**src/rtl/pong_pkg.sv**
```systemverilog
`default_nettype none
// ============================================================================
// Module  : pong_pkg
// Brief   : Shared state encoding and player constants for the pong scorer.
// Revision: 1.0
// ============================================================================
package pong_pkg;

  localparam logic [1:0] ST_IDLE_ENC = 2'd0;
  localparam logic [1:0] ST_PLAY_ENC = 2'd1;
  localparam logic [1:0] ST_HOLD_ENC = 2'd2;
  localparam logic [1:0] ST_OVER_ENC = 2'd3;

  typedef enum logic [1:0] {
    IDLE = ST_IDLE_ENC,
    PLAY = ST_PLAY_ENC,
    HOLD = ST_HOLD_ENC,
    OVER = ST_OVER_ENC
  } state_t;

  // serve_side encoding: the value names the player who serves
  localparam logic PLAYER_1 = 1'b0;
  localparam logic PLAYER_2 = 1'b1;

  // length of the goal animation; HOLDOFF must cover it
  localparam int ANIM_CYCLES = 30;

endpackage : pong_pkg
`default_nettype wire

```
**src/rtl/rise_detect.sv**
```systemverilog
`default_nettype none
// ============================================================================
// Module  : rise_detect
// Brief   : 1-bit rising-edge detector; previous level registered every cycle.
// Revision: 1.0
// ============================================================================
module rise_detect (
  input  logic clk,
  input  logic rst,
  input  logic d,
  output logic rise
);

  logic prev_q;
  logic prev_d;

  always_comb begin
    prev_d = d;
  end

  always_ff @(posedge clk) begin
    if (rst) begin
      prev_q <= 1'b0;
    end else begin
      prev_q <= prev_d;
    end
  end

  assign rise = d & ~prev_q;

endmodule : rise_detect
`default_nettype wire

```
**src/rtl/score_keeper.sv**
```systemverilog
`default_nettype none
// ============================================================================
// Module  : score_keeper
// Brief   : Converts ball-out levels into scores, goal/win pulses and play gating.
// Revision: 1.0
// ============================================================================
module score_keeper
  import pong_pkg::*;
#(
  parameter int WIN_SCORE = 5,
  parameter int SCORE_W   = 4,
  parameter int HOLDOFF   = 32
) (
  input  logic               BALL_CLOCK,
  input  logic               RESET,
  input  logic               start,
  input  logic               ball_out_left,
  input  logic               ball_out_right,
  output logic               play_active,
  output logic               serve_side,
  output logic [SCORE_W-1:0] score_1,
  output logic [SCORE_W-1:0] score_2,
  output logic               goal_player_1,
  output logic               goal_player_2,
  output logic               win_player_1,
  output logic               win_player_2
);

  localparam int                 CNT_W     = $clog2(HOLDOFF);
  localparam logic [CNT_W-1:0]   HOLD_INIT = CNT_W'(HOLDOFF - 1);
  localparam logic [SCORE_W-1:0] WIN_VAL   = SCORE_W'(WIN_SCORE);
  localparam logic [SCORE_W-1:0] ONE       = SCORE_W'(1);

  logic rise_l;
  logic rise_r;

  rise_detect u_rise_left (
    .clk  (BALL_CLOCK),
    .rst  (RESET),
    .d    (ball_out_left),
    .rise (rise_l)
  );

  rise_detect u_rise_right (
    .clk  (BALL_CLOCK),
    .rst  (RESET),
    .d    (ball_out_right),
    .rise (rise_r)
  );

  state_t             state_q,       state_d;
  logic [SCORE_W-1:0] score_1_q,     score_1_d;
  logic [SCORE_W-1:0] score_2_q,     score_2_d;
  logic [CNT_W-1:0]   cnt_q,         cnt_d;
  logic               serve_q,       serve_d;
  logic               play_active_q, play_active_d;
  logic               goal_1_q,      goal_1_d;
  logic               goal_2_q,      goal_2_d;
  logic               win_1_q,       win_1_d;
  logic               win_2_q,       win_2_d;
  logic [SCORE_W-1:0] inc_1;
  logic [SCORE_W-1:0] inc_2;

  assign inc_1 = score_1_q + ONE;
  assign inc_2 = score_2_q + ONE;

  always_comb begin
    state_d   = state_q;
    score_1_d = score_1_q;
    score_2_d = score_2_q;
    cnt_d     = cnt_q;
    serve_d   = serve_q;
    goal_1_d  = 1'b0;
    goal_2_d  = 1'b0;
    win_1_d   = 1'b0;
    win_2_d   = 1'b0;

    case (state_q)
      IDLE: begin
        if (start) begin
          state_d = PLAY;
        end
      end

      PLAY: begin
        // simultaneous rises are treated as a sensor fault and dropped
        if (rise_r && !rise_l) begin
          score_1_d = inc_1;
          serve_d   = PLAYER_2;
          if (inc_1 == WIN_VAL) begin
            win_1_d = 1'b1;
            state_d = OVER;
          end else begin
            goal_1_d = 1'b1;
            cnt_d    = HOLD_INIT;
            state_d  = HOLD;
          end
        end else if (rise_l && !rise_r) begin
          score_2_d = inc_2;
          serve_d   = PLAYER_1;
          if (inc_2 == WIN_VAL) begin
            win_2_d = 1'b1;
            state_d = OVER;
          end else begin
            goal_2_d = 1'b1;
            cnt_d    = HOLD_INIT;
            state_d  = HOLD;
          end
        end
      end

      HOLD: begin
        if (cnt_q == '0) begin
          state_d = PLAY;
        end else begin
          cnt_d = cnt_q - 1'b1;
        end
      end

      OVER: begin
        if (start) begin
          score_1_d = '0;
          score_2_d = '0;
          serve_d   = PLAYER_1;
          state_d   = PLAY;
        end
      end

      default: begin
        state_d = IDLE;
      end
    endcase

    play_active_d = (state_d == PLAY);
  end

  always_ff @(posedge BALL_CLOCK) begin
    if (RESET) begin
      state_q       <= IDLE;
      score_1_q     <= '0;
      score_2_q     <= '0;
      cnt_q         <= '0;
      serve_q       <= PLAYER_1;
      play_active_q <= 1'b0;
      goal_1_q      <= 1'b0;
      goal_2_q      <= 1'b0;
      win_1_q       <= 1'b0;
      win_2_q       <= 1'b0;
    end else begin
      state_q       <= state_d;
      score_1_q     <= score_1_d;
      score_2_q     <= score_2_d;
      cnt_q         <= cnt_d;
      serve_q       <= serve_d;
      play_active_q <= play_active_d;
      goal_1_q      <= goal_1_d;
      goal_2_q      <= goal_2_d;
      win_1_q       <= win_1_d;
      win_2_q       <= win_2_d;
    end
  end

  assign play_active   = play_active_q;
  assign serve_side    = serve_q;
  assign score_1       = score_1_q;
  assign score_2       = score_2_q;
  assign goal_player_1 = goal_1_q;
  assign goal_player_2 = goal_2_q;
  assign win_player_1  = win_1_q;
  assign win_player_2  = win_2_q;

endmodule : score_keeper
`default_nettype wire
```
**config.mk**
```make
export PLATFORM = sky130hd
export DESIGN_NAME = score_keeper
export DESIGN_NICKNAME = d
export VERILOG_FILES = /design/src/rtl/pong_pkg.sv /design/src/rtl/rise_detect.sv /design/src/rtl/score_keeper.sv
export SDC_FILE = /design/constraint.sdc
export NUM_CORES = 1
export LEC_CHECK = 0
export ABC_AREA = 1
export CORE_UTILIZATION = 50
export DETAILED_ROUTE_END_ITERATION = 16
export GPL_TIMING_DRIVEN = 0
export PLACE_DENSITY = 0.76
export SLEW_MARGIN = 5
export SYNTH_ARGS = -nofsm -noshare
export SYNTH_HDL_FRONTEND = slang
export SYNTH_SLANG_ARGS = --single-unit
```
**constraint.sdc**
```tcl
create_clock -name BALL_CLOCK -period 3.6 [get_ports BALL_CLOCK]
set_input_delay 0.36 -clock BALL_CLOCK [delete_from_list [all_inputs] [get_ports BALL_CLOCK]]
set_output_delay 0.36 -clock BALL_CLOCK [all_outputs]
set_load 0.03 [all_outputs]
```
==> impl_results.md <==
- Worst Hold Margin: 0.4058 ns
- Cell repeated most along the worst path: inv_1
- DP Area: about 0.0015 mm^2
- Synth Warn #: 0
- Max incr delay on CP: roughly 0.45 ns
- Hpwl dp: between 1500 and 2000 um
- Sw Pwr: just under 0.0005 W
- Crit path time final: about 1.8 ns
- First-pass GRT wire length: about 4200 um
- Post-layout util: between 60 and 70%
- Final hold violation count: 0
- Share of layout cells above drive strength 1: under 10%
- Outcome: complete, no violations
- Router iterations before antenna repair: 4
- Remaining DRCs: 0
- Final WS setup: 1.775 ns
- Clock Latency Late Sink: roughly 0.30 ns
- Total die area: ~0.0028 mm^2
- Pint: 0.0005733 W
- Worst r2r dst: cnt_q[1]
- Area delta synth->final: 18.05%
- Post-Synth Adder-Cell Area: a little over a tenth
- Hold Path Class: input port to flop
- Clk pin slew, worst setup/hold paths: 0.13 ns
- Met2 Usage GRT: approximately 36%
- Crit path required time: 3.81 ns
- Total wire length: 2487 um
- Final Skew: 0.004958 ns
- Num CTS Buffers: 3
- Static Leak: about 0.72 nW
- Pwr dens: roughly 690 mW/mm^2
- Switching power share of the total: ~46%
- CTS tree: done
- Routed WL per cell: roughly 10 um
- Worst Setup Start Kind: input port
- Yosys reg bits: 23
- Reg2Reg Depth: 9
- Met1 Track Usage GR: between 20% and 30%
- Core Area: between 0.002 and 0.0025 mm^2
- Post-Synthesis Cell Area: about 0.0013 mm^2
- RSZ-0062 raised after global routing: false
- Min-delay src: RESET
- Die X: 52.92 um
- TNS Setup: 0 ns
- CP Cell Sequence: clkdlybuf4s50_1 > inv_1 > nor2_1 > inv_1 > ha_1 > inv_1 > nand2_1 > inv_1 > nand3_1 > nand3_4 > nand2_1 > nand2_1 > nor2_1
- VDD IR-drop max: just under 0.4 mV
- GRT Residual Overflow: 0
- Vias: around 1.2k
- WP buf/inv: 5
- Starting DRT DRC Count: 23
- All-layer global routing usage: between 10% and 20%
- Syn Nets: a little over 200
- Final setup fails: 0
- Combinational share of power: about 52%
- # H-tree levels: 1
- Vias in the first global route: between 1k and 1.5k
- Design Area, Final: 0.001530 mm^2
- Avg Synthesized Cell Area: just under 7 um^2
- Kind of critical path: input port to flop
- Buffers on Ports: 17
- Clock root buffer: clkbuf_4
- Fmax: 0.5478 GHz
- Final period util: between 50 and 60%
- Largest family of logic cells by synthesized area: simple AND/OR/NAND/NOR gates
- Antenna cells: 0
- Initial antenna violation count: 0
- R2R Setup Slk: ~1.8 ns
- CTS max path bufs: 2
- Floorplan row count: 18
- Largest net degree at the start of global routing: 13
- Compound-Gate Fraction of Synth Area: between 10% and 20%
- XOR/XNOR Fraction of Synth Area: 0%
- Critical-path top delay cell: clkdlybuf4s50_1
- Seq pwr share: approximately 37%
- Via density: approximately 4.9
- Fillers: 229
- Die H: between 50 and 60 um
- Critical path's top delay family: buffers and inverters
- Worst-Margin Slew: about 0.45 ns
- Hold buffers post-CTS: 0
- CTS Sinks: 23
- Simple-Gate Fraction of Synth Area: 30.31%
- Place WS: roughly 1.5 ns
- Post-synth cell types: 24
- RR Startpoint: state_q[0]
- Most Crowded Layer GR: met2
- Clock share of power: between 10% and 20%
- CTS resizes: 0
- Hold endpoint: score_1[0]
- ANT nets after route: 0
- Cells after synthesis: 187
- NumNets Final: 225
- Setup Buffers After CTS: 0
- Hold Path Stages: 2
- Fin. max-slew vios: 0
- Routability cong.: 0.8447
- Crit path max fanout: 10
- Worst EP arrival: approximately 2 ns
- Max Cap Viol: 0
- Critical Path End Type: flop
- Initial core utilization: roughly 53%
- Met3 usage: about 2.9%
- Boundary pin count: 19
- Sequential area share after synthesis: between 30% and 40%
- Relative max-transition margin: between 70 and 80%
- Mux cell area share after synthesis: 0%
[layer usage]
layer | part of all wire, % | routed length, um
met4 | 0.40 | 10
met3 | 3.7 | 91
met2 | 47 | 1161
met1 | 49 | 1224
met5 | 0 | 0
[power groups by stage]
stage	Clock [W]	Combinational, W	Sequential (W)
floorplan	0	0.000349	0.000445
detailed placement	0	0.000547	0.000392
finish	0.000120	0.000551	0.000387
global placement	0	0.000527	0.000390
global route	0.000137	0.000622	0.000399
CTS	0.000122	0.000551	0.000387
[cell usage in the layout, fill, tap and decap left out, types with 3 or more instances in the layout]
cell             Yosys  routed
inv_1               34      34
nand4_1              5       5
inv_2                3       3
clkdlybuf4s50_1      0      17
a211oi_1             5       5
nor2_1              25      25
clkbuf_4             0       3
dfxtp_1             23      23
ha_1                11      11
nand3_1             10      10
a21oi_1              9       9
clkbuf_1             3       4
o21ai_0              3       3
nand2_1             44      44
[state kept, by name, summed over array words and instances, names as in the netlist]
register / count
u_rise_left.prev_q: 1
goal_player_2: 1
state_q: 2
goal_player_1: 1
play_active: 1
serve_side: 1
score_1: 4
cnt_q: 5
score_2: 4
win_player_1: 1
win_player_2: 1
u_rise_right.prev_q: 1
[layout make-up]
| class | count | area [um^2] | share of cell area (%) |
|---|---|---|---|
| multi-input combinational | 124 | 685.7 | 44.81 |
| tap | 30 | 37.54 | 2.453 |
| timing repair buffer | 17 | 170.2 | 11.12 |
| buffer | 3 | 11.26 | 0.7359 |
| sequential | 23 | 460.4 | 30.09 |
| inverter | 37 | 138.9 | 9.076 |
| clock buffer | 4 | 26.28 | 1.717 |
[how the worst max path moves through the flow]
stage,cells after the start,endpoint,slack [ns],start
final,13,cnt_q[1],1.77,ball_out_left
after global routing,12,state_q[1],1.62,ball_out_left
after detailed placement,13,cnt_q[1],1.46,ball_out_left
after CTS,1,score_1[2],1.77,score_1[2]
after floorplan,10,cnt_q[0],2.01,score_2[0]
after global placement,13,cnt_q[1],1.49,ball_out_left
[cells in the mapped netlist]
master	number	area share, %
nand2_4	1	0.87
a311oi_1	1	0.68
o211ai_1	1	0.58
inv_1	34	9.8
nand3_1	10	3.9
or2_0	1	0.48
o31ai_1	1	0.58
or3_1	1	0.48
clkbuf_1	3	0.87
o21ai_4	1	1.3
o21ai_0	3	1.2
nand4_1	5	2.4
a31oi_1	1	0.48
nand2_1	44	13
dfxtp_1	23	36
a21oi_1	9	3.5
a21boi_2	1	0.87
and2_1	1	0.48
ha_1	11	11
nor2_1	25	7.2
inv_2	3	0.87
nand3_4	1	1.4
nor3_1	1	0.39
a211oi_1	5	2.9
[stage by stage]
stage	total power, W	instances
after CTS	0.001060	238
final	0.001057	238
after global placement	0.0009168	234
after global routing	0.001159	238
after detailed placement	0.0009396	234
after floorplan	0.0007948	187
[worst reg2reg max path: stages (launching register included)]
cell and delay (ns):
dfxtp_1 0.43, inv_1 0.08, ha_1 0.19, clkbuf_1 0.18, or2_0 0.27, a21boi_2 0.18
nand3_4 0.14, nand2_1 0.09, nand2_1 0.05, nor2_1 0.10
[cell families (layout without fill, tap and decap cells)]
kind of cell | after synthesis | in the layout
flops | 23 | 23
fa+ha+maj | 11 | 11
compound gates | 23 | 23
simple gates | 90 | 90
buf+inv | 40 | 61
No activity file was read; power rests on OpenSTA's default activity.
